==> config.mk <==
export PLATFORM = sky130hd
export DESIGN_NAME = note_lane_engine
export DESIGN_NICKNAME = d
export VERILOG_FILES = /design/src/rtl/note_lane_engine.sv
export SDC_FILE = /design/constraint.sdc
export NUM_CORES = 1
export LEC_CHECK = 0
export ABC_CLOCK_PERIOD_IN_PS = 3000
export CORE_AREA = 2 2 115 117
export CTS_BUF_LIST = sky130_fd_sc_hd__clkbuf_8
export DETAILED_ROUTE_END_ITERATION = 8
export DIE_AREA = 0 0 117 119
export GPL_ROUTABILITY_DRIVEN = 0
export PLACE_DENSITY_LB_ADDON = 0.25
export SLEW_MARGIN = 20
export SYNTH_ARGS = -nofsm -noshare
export SYNTH_HDL_FRONTEND = slang
export SYNTH_SLANG_ARGS = --single-unit
==> constraint.sdc <==
create_clock -name clk_i -period 3 [get_ports clk_i]
set_input_delay 0.9 -clock clk_i [delete_from_list [all_inputs] [get_ports clk_i]]
set_output_delay 0.9 -clock clk_i [all_outputs]
set_load 0.05 [all_outputs]
==> src/rtl/note_lane_engine.sv <==
// note_lane_engine: multi-lane rhythm-game note engine.
// Notes spawn at the top row of each lane, step down one row per tick, and are scored
// when a key pulse meets a note in the hit row (row 0).
//
// Ports:
//   clk_i           system clock, all state on posedge
//   rst_ni          synchronous active-low reset
//   enable_i        1 = run, 0 = freeze all state (pulses forced low)
//   tick_i          single-cycle note-step strobe
//   key_i           per-lane single-cycle press pulses (already synchronised)
//   spawn_req_i     per-lane forced spawn, sampled on tick cycles only
//   spawn_thresh_i  random spawn density (0 = never, >= 128 = always)
//   lane_pix_o      note map, lane l row r at bit l*DEPTH+r
//   score_o         per-lane saturating score, lane l at [l*SCORE_W +: SCORE_W]
//   combo_o         consecutive-hit counter
//   hit_pulse_o     one-cycle pulse per hit
//   miss_pulse_o    one-cycle pulse per fall-off or false press
module note_lane_engine #(
    parameter int unsigned LANES     = 4,
    parameter int unsigned DEPTH     = 8,
    parameter int unsigned MAX_SCORE = 9,
    parameter int unsigned SCORE_W   = 4,
    parameter int unsigned COMBO_W   = 8,
    parameter logic [15:0] SEED      = 16'hACE1
) (
    input  logic                       clk_i,
    input  logic                       rst_ni,
    input  logic                       enable_i,
    input  logic                       tick_i,
    input  logic [LANES-1:0]           key_i,
    input  logic [LANES-1:0]           spawn_req_i,
    input  logic [7:0]                 spawn_thresh_i,
    output logic [LANES*DEPTH-1:0]     lane_pix_o,
    output logic [LANES*SCORE_W-1:0]   score_o,
    output logic [COMBO_W-1:0]         combo_o,
    output logic [LANES-1:0]           hit_pulse_o,
    output logic [LANES-1:0]           miss_pulse_o
);

    // An all-zero seed would lock the LFSR.
    localparam logic [15:0] SeedEff  = (SEED == 16'h0000) ? 16'h0001 : SEED;
    localparam int unsigned ComboMax = (1 << COMBO_W) - 1;

    logic [LANES*DEPTH-1:0]   pix_q, pix_d;
    logic [LANES*SCORE_W-1:0] score_q, score_d;
    logic [COMBO_W-1:0]       combo_q, combo_d;
    logic [LANES-1:0]         hit_q, hit_d;
    logic [LANES-1:0]         miss_q, miss_d;
    logic [15:0]              lfsr_q, lfsr_d;

    // Lane random value: LFSR rotated right by 3*l, low 7 bits.
    function automatic logic [6:0] lane_rand(input logic [15:0] v, input int unsigned l);
        logic [31:0] dbl;
        int unsigned sh;
        sh  = (3 * l) % 16;
        dbl = {v, v} >> sh;
        return dbl[6:0];
    endfunction

    always_comb begin
        logic                row0;
        logic                top;
        logic                spawn;
        logic                hit;
        logic                miss;
        logic [SCORE_W-1:0]  s;
        int unsigned         nhits;
        int unsigned         csum;

        lfsr_d  = lfsr_q;
        pix_d   = pix_q;
        score_d = score_q;
        combo_d = combo_q;
        hit_d   = '0;
        miss_d  = '0;
        row0    = 1'b0;
        top     = 1'b0;
        spawn   = 1'b0;
        hit     = 1'b0;
        miss    = 1'b0;
        s       = '0;
        nhits   = 0;
        csum    = 0;

        if (enable_i) begin
            lfsr_d = {lfsr_q[14:0], lfsr_q[15] ^ lfsr_q[13] ^ lfsr_q[12] ^ lfsr_q[10]};

            for (int unsigned l = 0; l < LANES; l++) begin
                // All decisions use the pre-shift note map.
                row0  = pix_q[l*DEPTH];
                top   = pix_q[l*DEPTH + DEPTH - 1];
                spawn = (spawn_req_i[l] | ({1'b0, lane_rand(lfsr_q, l)} < spawn_thresh_i))
                        & ~top;
                hit   = key_i[l] & row0;
                // False press and fall-off cannot both happen: one needs key, the other !key.
                miss  = (key_i[l] & ~row0) | (tick_i & row0 & ~key_i[l]);

                hit_d[l]  = hit;
                miss_d[l] = miss;
                nhits     = nhits + {31'd0, hit};

                s = score_q[l*SCORE_W +: SCORE_W];
                if (hit && (32'(s) < MAX_SCORE)) begin
                    s = s + SCORE_W'(1);
                end else if (miss && (s != '0)) begin
                    s = s - SCORE_W'(1);
                end
                score_d[l*SCORE_W +: SCORE_W] = s;

                if (tick_i) begin
                    pix_d[l*DEPTH +: DEPTH] = {spawn, pix_q[l*DEPTH+1 +: DEPTH-1]};
                end else if (hit) begin
                    pix_d[l*DEPTH] = 1'b0;
                end
            end

            // Any miss clears the combo, even if another lane hit this cycle.
            if (|miss_d) begin
                combo_d = '0;
            end else begin
                csum    = 32'(combo_q) + nhits;
                combo_d = (csum > ComboMax) ? COMBO_W'(ComboMax) : COMBO_W'(csum);
            end
        end
    end

    always_ff @(posedge clk_i) begin
        if (!rst_ni) begin
            pix_q   <= '0;
            score_q <= '0;
            combo_q <= '0;
            hit_q   <= '0;
            miss_q  <= '0;
            lfsr_q  <= SeedEff;
        end else begin
            pix_q   <= pix_d;
            score_q <= score_d;
            combo_q <= combo_d;
            hit_q   <= hit_d;
            miss_q  <= miss_d;
            lfsr_q  <= lfsr_d;
        end
    end

    assign lane_pix_o   = pix_q;
    assign score_o      = score_q;
    assign combo_o      = combo_q;
    assign hit_pulse_o  = hit_q;
    assign miss_pulse_o = miss_q;

endmodule

==> results.md <==
- Sequential-to-total area share from yosys stat: 36.7%
- Reg clk slew, reported paths: 80 ps
- Cells after Synth: 491
- Ys flop type: dfxtp_1
- CP required: 3250 ps
- Routed length per instance: 13.9 um
- Pwr dens: 420 mW/mm2
- Yosys reg bits: 80
- Final slew viol count: 0
- Clk buf depth: 2
- Setup crit end kind: flip-flop
- Synth Net Count: 551
- Slew HR: 64.6%
- Mapped Area: 0.00436 mm2
- Pint: 1650 uW
- Fin crit period: 2750 ps
- Synth top area share: 36.7%
- Hold buffer count at CTS: 0
- Chip Width: 117 um
- Part of the cycle the worst path needs: 91.6%
- Combinational power share: 20.6%
- FMAX: 364 MHz
- Worst Setup SP: key_i[2]
- CTS tree: built
- Synth top cells by count: 80 x dfxtp_1, 79 x nand2_1, 33 x ha_1
- RSZ-0062 raised after global routing: no
- VDD IR-drop max: 0.000168 V
- Core Rows: 42
- Total core area: 0.0129 mm2
- Routed wire length: 10,800 um
- Max FO, Critical Path: 3
- Psw: 761 uW
- Die span in y: 119 um
- Pre-antenna DRT Iters: 4
- Critical path arrival: 2990 ps
- Root buffer cell: clkbuf_8
- Post-synth cell types: 49
- Clock H-tree levels: 3
- DR iter-0 viols: 201
- Synth-to-layout area growth: 31.5%
- Endpoints failing setup: 0
- Post-Syn Area per Cell: 8.89 um2
- Clock sinks: 80
- Total gr overflow: 0
- Type of the worst setup path: in2reg
- Die ar.: 0.0139 mm2
- Hold Path Origin: lane_pix_o[12]$_SDFFE_PN0P_
- Crit path max-delay family: adder cells
- TNS Setup: 0 ps
- DR vias: 3,836
- Largest net degree at the start of global routing: 46
- Sequential group share of total power: 48.5%
- Worst Skew: 6.46 ps
- Worst Path Buf+Inv: 5
- CP cell instances: clkbuf_2 -> nand2_2 -> inv_2 -> fa_1 -> inv_2 -> fa_2 -> inv_2 -> fa_2 -> buf_4 -> nand4_1 -> o41ai_2 -> a211oi_1
- Fin Hold WS: 471 ps
- All-Layer GR Usage: 16.3%
- IO Count: 84
- DPL Wire Length: 8080 um
- Layout cells sized above 1: 10.6%
- Initial cell density of the core: 33.9%
- Slowest CP cell: fa_1
- Ys async rst share: 0%
- Hold Crit Class: reg2reg
- Yosys warns: 0
- Drt drc: 0
- Worst skew pair latency: 370 ps
- ANT cells: 0
- Worst path most repeated cell: inv_2
- Number of hold violations in the final report: 0
- Top-count cell post-synth: dfxtp_1
- Final net count: 657
- Leading area contributor after synthesis: dfxtp_1
- Total CTS buffers: 9
- Startpoint class of the critical path: input port
- Final total power: 2410 uW
- Antenna violations before repair: 0
- Global-route wire length before repair: 18,300 um
- Outcome: finished, final reports clean
- Post-synth EDFFs: 0
- Max cap viols: 0
- Worst Max-Slew Pin Slew: 529 ps
- Vias in the first global route: 3,906
- Via density: 4.93
- Slowest stage delay, CP: 520 ps
- Port buffer count: 83
- Clock share of power: 30.9%
- LEAKAGE: 0.00226 uW
- Worst R2R Start: lane_pix_o[16]$_SDFFE_PN0P_
- Switching Share: 31.6%
- Antenna Violating Nets Remaining: 0
- Synth area leaders: dfxtp_1 37%, ha_1 9.5%, nand2_1 6.8%
## cell type report
class	instances	area, um2
multi-input cells	382	2660
flip-flops and latches	80	1600
repair buffers	112	1030
well taps	176	220
clock inverters	6	43.8
clock buffers	10	138
fillers	1279	7140
inverters	12	45.0
## stage by stage
stage,std cells,cell area [um2],worst slack (ps),util [%]
2_1_floorplan,491,4370,6.35,-
3_3_place_gp,760,5530,-520,42.9
3_5_place_dp,760,5530,-542,42.9
4_1_cts,778,5740,169,44.6
5_1_grt,778,5740,63.3,44.6
6_report,778,5740,252,44.6
## power groups by stage
| stage | logic (uW) | clock network [uW] | registers, uW |
|---|---|---|---|
| floorplan | 249 | 0 | 1280 |
| global placement | 487 | 0 | 1190 |
| detailed placement | 500 | 0 | 1190 |
| CTS | 501 | 773 | 1170 |
| global route | 549 | 810 | 1180 |
| finish | 497 | 744 | 1170 |
## routing by layer
metal	track usage (%)	share of wire, %	up-vias
met4	7.72	2.5	0
met5	0	0	-
met2	26.2	47	65
li1	-	-	1946
met1	21.3	47	1805
met3	2.60	3.4	20
## final timing paths
check | end | slack, ps | cells after the start
min | lane_pix_o[11]$_SDFFE_PN0P_ | 470 | 2
max reg2reg | combo_o[6]$_SDFFE_PN0P_ | 550 | 11
min reg2reg | lane_pix_o[11]$_SDFFE_PN0P_ | 470 | 2
max | combo_o[6]$_SDFFE_PN0P_ | 250 | 12
## worst reg2reg max path, cell delays in order, from the launching register on
cell	delay, ps
dfxtp_1	340
nand2_2	80
inv_2	50
fa_1	520
inv_2	50
fa_2	390
inv_2	60
fa_2	200
buf_4	120
nand4_1	150
o41ai_2	310
a211oi_1	70
## state kept, by name, summed over array words and instances, names as in the netlist
| signal | cells |
|---|---|
| score_o | 16 |
| hit_pulse_o | 4 |
| lane_pix_o | 32 |
| miss_pulse_o | 4 |
| combo_o | 8 |
| lfsr_q | 16 |
## timing repair
action	in CTS	in global routing
pin swaps	4	7
buffers inserted	2	0
setup endpoints to repair	8	1
resized for setup	8	5
## cells by family (layout without fill, tap and decap cells)
family	count (synthesis)	in the layout	synth area share, %
adders and majority gates	40	40	12.7
buffers and inverters	29	140	3.04
muxes	22	22	5.05
AOI/OAI and AO/OA	125	125	19.0
xor gates and xnor gates	15	15	3.01
DFF	80	80	36.7
and+or+nand+nor	180	180	20.5
## cell usage in the layout (no fill, tap or decap), types with 5 or more instances in the layout
cell / Yosys / layout
nand3_1: 13 / 13
nor2b_1: 27 / 27
xnor2_1: 10 / 10
a21o_1: 6 / 6
clkbuf_8: 1 / 10
xor2_1: 5 / 5
nand2_1: 79 / 77
buf_4: 0 / 29
a21boi_0: 11 / 11
a21boi_1: 14 / 14
o21ai_0: 23 / 23
dfxtp_1: 80 / 80
a211oi_1: 7 / 7
nor3_1: 11 / 11
ha_1: 33 / 33
fa_1: 7 / 5
mux2i_1: 22 / 22
o31a_1: 5 / 5
clkdlybuf4s50_1: 0 / 80
a21oi_1: 29 / 29
and2_1: 9 / 9
inv_1: 12 / 8
nor2_1: 18 / 18
(Power assumes the default switching activity.)
